[config.mk]
export PLATFORM = sky130hd
export DESIGN_NAME = axi_slave_rw_scheduler
export DESIGN_NICKNAME = d
export VERILOG_FILES = /design/src/rtl/axi_slave_rw_scheduler.sv
export SDC_FILE = /design/constraint.sdc
export NUM_CORES = 1
export LEC_CHECK = 0
export ABC_AREA = 1
export CORE_UTILIZATION = 33
export CTS_CLUSTER_DIAMETER = 40
export DETAILED_ROUTE_END_ITERATION = 10
export GPL_ROUTABILITY_DRIVEN = 1
export HOLD_SLACK_MARGIN = 0.1
export PLACE_DENSITY = 0.77
export RECOVER_POWER = 50
export SYNTH_ARGS = -nofsm -noshare
export SYNTH_HDL_FRONTEND = slang
export SYNTH_SLANG_ARGS = --single-unit
[constraint.sdc]
create_clock -name ACLK -period 1.4 [get_ports ACLK]
set_input_delay 0.28 -clock ACLK [delete_from_list [all_inputs] [get_ports ACLK]]
set_output_delay 0.28 -clock ACLK [all_outputs]
set_load 0.01 [all_outputs]
[src/rtl/axi_slave_rw_scheduler.sv]
// rtl/axi_slave_rw_scheduler.sv - round-robin write/read scheduler for the AXI slave FIFO front end
//
// Takes the front end's pending write/read requests, grants one at a time
// (ties alternate, first tie after reset goes to write), and runs the granted
// transaction over a single backend port: command handshake, then either a
// write-data passthrough from the receive buffer or a read-data capture into
// the send buffer. Only one backend transaction is in flight at any time.
//
// Ports:
//   ACLK, ARESETn                    clock, asynchronous active-low reset
//   IssueWrite/IssueRead             pending requests from the front end
//   Got_IssueWrite/Got_IssueRead     one-cycle registered grant pulses
//   SLAVE_WADDRREG/AWLEN/AWID        write request fields
//   SLAVE_RADDRREG/ARLEN/ARID        read request fields
//   SLAVE_WDATAREG/SLAVE_WVALID      receive-buffer head (show-ahead)
//   S_INPUT_RE                       receive-buffer dequeue
//   SLAVE_RDATAREG/S_INPUT_WE        send-buffer enqueue data/strobe
//   STOP_WREQ                        block new AW/AR acceptance
//   BE_THROTTLE                      backend congestion
//   BE_CMD_*                         backend command channel
//   BE_WDATA/WVALID/WLAST/WREADY     backend write-data channel
//   BE_RDATA/RVALID/RREADY           backend read-data channel
module axi_slave_rw_scheduler #(
    parameter int ADDR_WIDTH = 32,
    parameter int DATA_WIDTH = 32,
    parameter int ID_WIDTH   = 4,
    parameter int LEN_WIDTH  = 4
) (
    input  logic                  ACLK,
    input  logic                  ARESETn,
    input  logic                  IssueWrite,
    input  logic                  IssueRead,
    output logic                  Got_IssueWrite,
    output logic                  Got_IssueRead,
    input  logic [ADDR_WIDTH-1:0] SLAVE_WADDRREG,
    input  logic [LEN_WIDTH-1:0]  SLAVE_AWLEN,
    input  logic [ID_WIDTH-1:0]   SLAVE_AWID,
    input  logic [ADDR_WIDTH-1:0] SLAVE_RADDRREG,
    input  logic [LEN_WIDTH-1:0]  SLAVE_ARLEN,
    input  logic [ID_WIDTH-1:0]   SLAVE_ARID,
    input  logic [DATA_WIDTH-1:0] SLAVE_WDATAREG,
    input  logic                  SLAVE_WVALID,
    output logic                  S_INPUT_RE,
    output logic [DATA_WIDTH-1:0] SLAVE_RDATAREG,
    output logic                  S_INPUT_WE,
    output logic                  STOP_WREQ,
    input  logic                  BE_THROTTLE,
    output logic                  BE_CMD_VALID,
    input  logic                  BE_CMD_READY,
    output logic                  BE_CMD_WRITE,
    output logic [ADDR_WIDTH-1:0] BE_CMD_ADDR,
    output logic [LEN_WIDTH-1:0]  BE_CMD_LEN,
    output logic [ID_WIDTH-1:0]   BE_CMD_ID,
    output logic [DATA_WIDTH-1:0] BE_WDATA,
    output logic                  BE_WVALID,
    output logic                  BE_WLAST,
    input  logic                  BE_WREADY,
    input  logic [DATA_WIDTH-1:0] BE_RDATA,
    input  logic                  BE_RVALID,
    output logic                  BE_RREADY
);

    // One extra bit so a full-length burst (LEN all ones) still fits LEN+1.
    localparam int CNT_WIDTH = LEN_WIDTH + 1;

    typedef enum logic [2:0] {
        S_IDLE,
        S_W_CMD,
        S_W_DATA,
        S_R_CMD,
        S_R_DATA
    } state_t;

    state_t                state_q, state_d;
    logic                  last_grant_write_q, last_grant_write_d;
    logic [CNT_WIDTH-1:0]  beat_cnt_q, beat_cnt_d;
    logic                  got_write_q, got_write_d;
    logic                  got_read_q, got_read_d;
    logic                  cmd_valid_q, cmd_valid_d;
    logic                  cmd_write_q, cmd_write_d;
    logic [ADDR_WIDTH-1:0] cmd_addr_q, cmd_addr_d;
    logic [LEN_WIDTH-1:0]  cmd_len_q, cmd_len_d;
    logic [ID_WIDTH-1:0]   cmd_id_q, cmd_id_d;
    logic                  send_we_q, send_we_d;
    logic [DATA_WIDTH-1:0] send_data_q, send_data_d;
    logic                  stop_wreq_q, stop_wreq_d;

    logic in_w_data;
    logic in_r_data;
    logic w_beat_valid;
    logic w_beat_fire;
    logic r_beat_fire;
    logic last_beat;
    logic grant_write;

    assign in_w_data    = (state_q == S_W_DATA);
    assign in_r_data    = (state_q == S_R_DATA);
    assign w_beat_valid = in_w_data & SLAVE_WVALID;
    assign w_beat_fire  = w_beat_valid & BE_WREADY;
    assign r_beat_fire  = in_r_data & BE_RVALID;
    assign last_beat    = (beat_cnt_q == CNT_WIDTH'(1));

    // Write wins when it is the only request, or on a tie when the previous
    // grant was a read.
    assign grant_write  = IssueWrite & (~IssueRead | ~last_grant_write_q);

    always_comb begin
        state_d            = state_q;
        last_grant_write_d = last_grant_write_q;
        beat_cnt_d         = beat_cnt_q;
        got_write_d        = 1'b0;
        got_read_d         = 1'b0;
        cmd_write_d        = cmd_write_q;
        cmd_addr_d         = cmd_addr_q;
        cmd_len_d          = cmd_len_q;
        cmd_id_d           = cmd_id_q;
        send_we_d          = 1'b0;
        send_data_d        = send_data_q;

        case (state_q)
            S_IDLE: begin
                if (IssueWrite | IssueRead) begin
                    last_grant_write_d = grant_write;
                    cmd_write_d        = grant_write;
                    if (grant_write) begin
                        got_write_d = 1'b1;
                        cmd_addr_d  = SLAVE_WADDRREG;
                        cmd_len_d   = SLAVE_AWLEN;
                        cmd_id_d    = SLAVE_AWID;
                        beat_cnt_d  = {1'b0, SLAVE_AWLEN} + CNT_WIDTH'(1);
                        state_d     = S_W_CMD;
                    end else begin
                        got_read_d  = 1'b1;
                        cmd_addr_d  = SLAVE_RADDRREG;
                        cmd_len_d   = SLAVE_ARLEN;
                        cmd_id_d    = SLAVE_ARID;
                        beat_cnt_d  = {1'b0, SLAVE_ARLEN} + CNT_WIDTH'(1);
                        state_d     = S_R_CMD;
                    end
                end
            end
            // BE_CMD_VALID is high for the whole command state, so READY alone
            // completes the handshake.
            S_W_CMD: begin
                if (BE_CMD_READY) begin
                    state_d = S_W_DATA;
                end
            end
            S_R_CMD: begin
                if (BE_CMD_READY) begin
                    state_d = S_R_DATA;
                end
            end
            S_W_DATA: begin
                if (w_beat_fire) begin
                    beat_cnt_d = beat_cnt_q - CNT_WIDTH'(1);
                    if (last_beat) begin
                        state_d = S_IDLE;
                    end
                end
            end
            // The send buffer is deep enough for a maximum burst, so every
            // backend beat is taken without backpressure.
            S_R_DATA: begin
                if (r_beat_fire) begin
                    send_we_d   = 1'b1;
                    send_data_d = BE_RDATA;
                    beat_cnt_d  = beat_cnt_q - CNT_WIDTH'(1);
                    if (last_beat) begin
                        state_d = S_IDLE;
                    end
                end
            end
            default: begin
                state_d = S_IDLE;
            end
        endcase

        cmd_valid_d = (state_d == S_W_CMD) || (state_d == S_R_CMD);
    end

    // Holding off new AW/AR while both request slots are occupied and a
    // transaction is running keeps a third request from arriving.
    assign stop_wreq_d = BE_THROTTLE | ((state_q != S_IDLE) & IssueWrite & IssueRead);

    always_ff @(posedge ACLK or negedge ARESETn) begin
        if (!ARESETn) begin
            state_q            <= S_IDLE;
            last_grant_write_q <= 1'b0;
            beat_cnt_q         <= '0;
            got_write_q        <= 1'b0;
            got_read_q         <= 1'b0;
            cmd_valid_q        <= 1'b0;
            cmd_write_q        <= 1'b0;
            cmd_addr_q         <= '0;
            cmd_len_q          <= '0;
            cmd_id_q           <= '0;
            send_we_q          <= 1'b0;
            send_data_q        <= '0;
            stop_wreq_q        <= 1'b0;
        end else begin
            state_q            <= state_d;
            last_grant_write_q <= last_grant_write_d;
            beat_cnt_q         <= beat_cnt_d;
            got_write_q        <= got_write_d;
            got_read_q         <= got_read_d;
            cmd_valid_q        <= cmd_valid_d;
            cmd_write_q        <= cmd_write_d;
            cmd_addr_q         <= cmd_addr_d;
            cmd_len_q          <= cmd_len_d;
            cmd_id_q           <= cmd_id_d;
            send_we_q          <= send_we_d;
            send_data_q        <= send_data_d;
            stop_wreq_q        <= stop_wreq_d;
        end
    end

    assign Got_IssueWrite = got_write_q;
    assign Got_IssueRead  = got_read_q;
    assign BE_CMD_VALID   = cmd_valid_q;
    assign BE_CMD_WRITE   = cmd_write_q;
    assign BE_CMD_ADDR    = cmd_addr_q;
    assign BE_CMD_LEN     = cmd_len_q;
    assign BE_CMD_ID      = cmd_id_q;
    assign S_INPUT_WE     = send_we_q;
    assign SLAVE_RDATAREG = send_data_q;
    assign STOP_WREQ      = stop_wreq_q;

    // Write data flows straight from the receive-buffer head to the backend.
    assign BE_WDATA       = in_w_data ? SLAVE_WDATAREG : '0;
    assign BE_WVALID      = w_beat_valid;
    assign BE_WLAST       = w_beat_valid & last_beat;
    assign S_INPUT_RE     = w_beat_fire;
    assign BE_RREADY      = in_r_data;

endmodule

==> results of run 1 <==
-- what timing repair did --
item / CTS / global route
pin swaps: 4 / 31
endpoints found under the hold margin: 86 / 0
setup endpoints to repair: 197 / 121
cloned: 4 / 13
hold buffers: 1 / 0
buffers inserted: 8 / 7
resized for setup: 236 / 248
-- metrics by stage --
stage          instance area [µm²]   TNS, ns
4_1_cts                       7820    -30.60
2_1_floorplan                 4210  -0.00596
3_3_place_gp                  7410    -35.23
6_report                      8950    -32.76
3_5_place_dp                  7410    -37.89
5_1_grt                       8950    -38.63
-- final cells by class --
class | instances | area (µm²) | area share [%]
repair buffers | 345 | 3560 | 39.7
clock buffers | 9 | 225 | 2.52
flip-flops and latches | 86 | 2150 | 24.0
diodes | 1 | 2.50 | 0.0279
inverters | 55 | 246 | 2.75
multi-input cells | 304 | 2480 | 27.7
clock inverters | 7 | 76.3 | 0.852
well taps | 168 | 210 | 2.35
-- placed cells by master (no fill, tap or decap), types with 4 or more instances in the layout --
| cell type | n |
|---|---|
| buf_12 | 8 |
| buf_16 | 4 |
| buf_2 | 19 |
| buf_4 | 33 |
| buf_6 | 32 |
| buf_8 | 8 |
| clkbuf_16 | 19 |
| clkdlybuf4s50_1 | 150 |
| dfrtp_1 | 85 |
| dlygate4sd2_1 | 77 |
| inv_1 | 44 |
| inv_2 | 4 |
| inv_8 | 5 |
| mux2_4 | 32 |
| nand2_1 | 83 |
| nand2_2 | 30 |
| nand2_4 | 38 |
| nand3_1 | 21 |
| nand3_2 | 24 |
| nand3_4 | 4 |
| nor2_1 | 8 |
| nor2_2 | 13 |
| nor2_4 | 19 |
| o21ai_1 | 6 |
-- state kept, by name, indices dropped and copies added, names as in the netlist --
register	flops
BE_CMD_VALID	1
STOP_WREQ	1
S_INPUT_WE	1
Got_IssueRead	1
BE_CMD_ID	4
beat_cnt_q	5
BE_CMD_LEN	4
SLAVE_RDATAREG	32
state_q	3
BE_CMD_WRITE	1
Got_IssueWrite	1
BE_CMD_ADDR	32
-- logic make-up (layout without fill, tap and decap cells) --
group / count (synthesis) / count (layout) / synth area share (%)
AOI/OAI and AO/OA: 18 / 18 / 2.42
xor gates and xnor gates: 1 / 1 / 0.209
adders and majority gates: 3 / 3 / 0.898
buffers and inverters: 72 / 416 / 8.20
DFF: 86 / 86 / 51.5
muxes: 32 / 32 / 8.62
other: 0 / 1 / 0
and+or+nand+nor: 249 / 250 / 28.2
-- per-layer routing --
metal	wire length, µm	vias to the layer above	global-route usage, %
met1	6140	2249	21.5
met5	0	-	0
met2	9680	217	42.6
met3	1140	27	5.61
li1	-	2136	-
met4	435	0	9.44
-- power by group --
group / switching, µW / internal [µW] / leakage (µW)
combinational: 5300 / 5900 / 0.00327
clock: 1160 / 1270 / 0.000149
sequential: 842 / 3670 / 0.00106
total: 7300 / 10800 / 0.00448
-- Yosys cell counts --
| cell | instances |
|---|---|
| nor2_8 | 1 |
| inv_2 | 6 |
| clkbuf_1 | 3 |
| nor2_1 | 38 |
| buf_8 | 3 |
| a21oi_1 | 4 |
| dfrtp_1 | 86 |
| nor2_4 | 2 |
| nand2_2 | 23 |
| o21ai_1 | 4 |
| inv_1 | 47 |
| buf_2 | 4 |
| o2111ai_1 | 1 |
| nor3_1 | 4 |
| inv_4 | 1 |
| nand2_4 | 2 |
| o21ai_2 | 1 |
| xnor2_1 | 1 |
| inv_6 | 1 |
| ha_1 | 3 |
| mux2_1 | 29 |
| nand3_2 | 12 |
| o21ai_0 | 7 |
| nand3b_1 | 1 |
| a31o_2 | 1 |
| nand2_1 | 128 |
| nand4_1 | 1 |
| nand3_1 | 36 |
| buf_4 | 7 |
| mux2_2 | 3 |
| nand4_2 | 1 |
-- worst register-to-register path, stage by stage (launching register included) --
cell,delay [ns]
dfrtp_2,0.45
buf_6,0.14
nor2_4,0.14
nand2_4,0.08
buf_12,0.13
nor2_8,0.18
clkbuf_16,0.21
mux2_4,0.30
-- how the worst min path moves through the flow --
stage | to | cells past startpoint | start
2_1_floorplan | BE_CMD_ADDR[0] | 0 | ARESETn
3_3_place_gp | SLAVE_RDATAREG[8] | 1 | ARESETn
3_5_place_dp | SLAVE_RDATAREG[8] | 1 | ARESETn
4_1_cts | SLAVE_RDATAREG[8] | 2 | ARESETn
5_1_grt | BE_CMD_ADDR[4] | 3 | SLAVE_RADDRREG[4]
6_report | BE_CMD_ADDR[17] | 3 | SLAVE_WADDRREG[17]
==> impl_metrics.yaml, run 1 <==
cts:
  cts.path.max_buffers: 2
  clkSinkCount: 86
  cts_buffers: 9
  cts_root_buf: "clkbuf_16"
  clk_pin_slew_ns: 0.07
  htreeDepth: 3
  cts_tree: "built"
  clk_latency_ns: 0.34
layout:
  area_delta_synth_final_pct: 114
  layout.nets: 957
  fillers: 793
  post_layout_nonfiller_instances: 975
  final_core_util_pct: 73.6
  drive_gt1_share_pct: 39.6
critical_path:
  r2r-start: "state_q[1]"
  worstPathArrival_ns: 1.47
  cp-end-kind: "output port"
  worstPathMaxFanout: 7
  path_delay_family: "buffers and inverters"
  cp-endpoint: "BE_WDATA[7]"
  required_ns: 1.12
  reg2reg_to: "SLAVE_RDATAREG[20]"
  crit_cells: 5
  r2r_cells: 7
  cp_slowest_stage_delay_ns: 0.41
  rrSetupSlack_ns: -0.35
  path_class: "register to output port"
  start_kind: "register"
  cpMaxStageDelayCell: "dfrtp_1"
  path_buf_inv: 3
  critPathLaunch: "state_q[0]"
  path_cells: "inv_2, nand3_4, clkbuf_16, nor2_2, buf_2"
logic_synthesis:
  synth.area.top_cells: "dfrtp_1 (51%), nand2_1 (11%), mux2_1 (7.8%)"
  synth_top_area_share_pct: 51.5
  ys_seq_area_share_pct: 51.5
  syn_inst: 461
  netlist_area_um2: 4180
  synth_area_per_cell_um2: 9.07
  ys_ff_latch: 86
  syn_nets: 617
  synth_area_leader_cell: "dfrtp_1"
  synth_cell_types: 31
  yosysWarnings: 0
grt:
  gr-total-overflow: 0
  track_usage_pct: 21.8
  grt_pass1_wl_um: 22000
  grt_max_degree: 41
  first_global_vias: 4649
  antenna_found_initial: 1
pwr:
  p_leak_uw: 0.00448
  ir_drop_uv: 804
  p_total_uw: 18100
  powerDensity_nw_per_um2: 2030
drt:
  routed_via_density: 4.75
  drc_errors: 0
  drt_iter0_drc: 170
  wirelength_um: 17400
  first_pass_iters: 6
  wl_per_cell_um: 17.8
  vias: 4629
  antenna_left: 0
floorplanning:
  die_x_um: 115
  die_h_um: 115
  io_pins: 267
  dieArea_um2: 13100
  start_util_pct: 34.4
  num_rows: 40
  core_um2: 12200
placement:
  gp_congestion: 0.890
  place_hpwl_um: 10600
  portBuffers: 266
  place_inst: 926
  dpl_worst_slack_ns: -0.489
hold_path:
  min_path_type: "input pin to register"
run:
  maxCapViolations: 0
timing:
  final.period_utilization_pct: 125
  skew_ns: 0.00768
  drv_slew: 0
  period_minus_slack_ns: 1.75
  worstMarginPinSlew_ns: 0.776
  slew_headroom_pct: 48.3
  fmax_mhz: 572
  fin_hold_ws_ns: 0.489
  finalHoldViolations: 0
  setup_violations: 119
  worst_slack_ns: -0.349
  grt_setup_unrepaired: "true"
status:
  violations: "setup timing"
  outcome: "finished with violations"
(Power assumes the default switching activity.)
==> run 2: changes to the inputs <==
- SLEW_MARGIN: unset -> 25
==> results of run 2 <==
No change in the layout: final DEF, timing and power equal those of run 1.
==> run 3: changes to the inputs <==
==> constraint.sdc (replaced) <==
create_clock -name ACLK -period 1.4 [get_ports ACLK]
set_input_delay 0.42 -clock ACLK [delete_from_list [all_inputs] [get_ports ACLK]]
set_output_delay 0.42 -clock ACLK [all_outputs]
set_load 0.01 [all_outputs]
==> impl_metrics.yaml, run 3 (synthesized netlist as in run 1, its figures left out) <==
placement:
  dpl_worst_slack_ns: -0.767
  gp_congestion: 0.813
  place_inst: 922
  portBuffers: 266
  place_hpwl_um: 10500
drt:
  first_pass_iters: 4
  vias: 4448
  wl_per_cell_um: 15.7
  drt_iter0_drc: 136
  drc_errors: 0
  wirelength_um: 15200
  routed_via_density: 4.60
  antenna_left: 0
timing:
  period_minus_slack_ns: 1.86
  skew_ns: 0.00841
  worstMarginPinSlew_ns: 0.426
  fmax_mhz: 537
  drv_slew: 0
  worst_slack_ns: -0.462
  setup_violations: 118
  finalHoldViolations: 0
  slew_headroom_pct: 71.6
  grt_setup_unrepaired: "true"
  final.period_utilization_pct: 133
  fin_hold_ws_ns: 0.481
hold_path:
  min_path_cells: 2
  min_from: "BE_CMD_LEN[1]"
  min_path_type: "register to register"
critical_path:
  cp_slowest_stage_delay_ns: 0.40
  path_cells: "inv_2, nand3_4, buf_6, buf_6, nor3_4, buf_2"
  start_kind: "register"
  r2r-start: "state_q[1]"
  r2r_cells: 8
  worstPathMaxFanout: 4
  worstPathArrival_ns: 1.44
  critPathLaunch: "state_q[0]"
  cpMaxStageDelayCell: "dfrtp_1"
  required_ns: 0.98
  cpMostUsedCell: "buf_6"
  cp-end-kind: "output port"
  path_class: "register to output port"
layout:
  post_layout_nonfiller_instances: 966
  final_core_util_pct: 66.1
  final_cell_mix: "clkdlybuf4s50_1 (149), nand2_1 (125), dfrtp_1 (86)"
  drive_gt1_share_pct: 37.6
  layout.nets: 949
  area_delta_synth_final_pct: 92.3
  diodes: 0
  final_common_cell: "clkdlybuf4s50_1"
floorplanning:
  core_um2: 12200
  die_x_um: 115
  io_pins: 267
  die_h_um: 115
  dieArea_um2: 13100
  start_util_pct: 34.4
  num_rows: 40
grt:
  grt_pass1_wl_um: 22800
  grtUsageMet2_pct: 44.9
  grt_max_degree: 41
  first_global_vias: 4787
  track_usage_pct: 22.8
  grt_busiest_layer: "met2"
  antenna_found_initial: 1
  gr-total-overflow: 0
  grt.met1_usage_pct: 21.7
  met3_usage_pct: 7.36
status:
  violations: "setup timing"
  outcome: "finished with violations"
cts:
  cts_buffers: 9
  clkSinkCount: 86
  clk_latency_ns: 0.34
  htreeDepth: 3
  cts_tree: "built"
  clk_pin_slew_ns: 0.06
  cts.path.max_buffers: 2
  cts_root_buf: "clkbuf_16"
pwr:
  ir_drop_uv: 912
  p_leak_uw: 0.00398
  powerDensity_nw_per_um2: 1990
  p_total_uw: 16000
run:
  maxCapViolations: 0
==> run 3: final timing paths <==
check	endpoint	slack (ns)
setup reg to reg	SLAVE_RDATAREG[15]	-0.34
min in group asynchronous	SLAVE_RDATAREG[27]	0.56
hold / removal	BE_CMD_LEN[1]	0.48
hold reg to reg	BE_CMD_LEN[1]	0.48
max in group asynchronous	BE_CMD_ADDR[9]	0.14
setup / recovery	S_INPUT_RE	-0.46
==> run 3: power breakdown <==
group          switching [µW]  internal [µW]
Combinational            4600           4850
Sequential                618           3670
Clock                    1020           1210
Total                    6240           9730
==> run 3: through the flow <==
step	area (µm²)	setup TNS, ns
3_5_place_dp	7490	-59.58
4_1_cts	8120	-35.64
2_1_floorplan	4330	-0.710
5_1_grt	8040	-42.96
6_report	8040	-35.29
3_3_place_gp	7490	-58.10
==> run 3: worst max-delay path, delay by kind of cell (launching register included) <==
| kind | cells | cell delay, ns |
|---|---|---|
| flops | 1 | 0.40 |
| buf+inv | 4 | 0.50 |
| simple gates | 2 | 0.22 |
==> run 3: metal layers <==
metal  routed length [µm]  vias to the layer above
met5                   13                        -
met4                  353                        2
met3                 1230                       33
met2                 8380                      188
met1                 5190                     2120
li1                     -                     2105
==> run 3: cell type report <==
class	instances	area [µm²]
well taps	168	210
repair buffers	338	3200
flip-flops and latches	86	2150
clock buffers	10	229
clock inverters	6	46.3
inverters	55	229
fillers	971	4120
multi-input cells	303	1970
==> run 3: what timing repair did <==
action	in CTS	in global routing
endpoints found under the hold margin	13	0
hold buffers	1	0
cloned	9	3
setup endpoints to repair	196	189
setup buffers	11	5
resized for setup	371	111
pin swaps	12	7
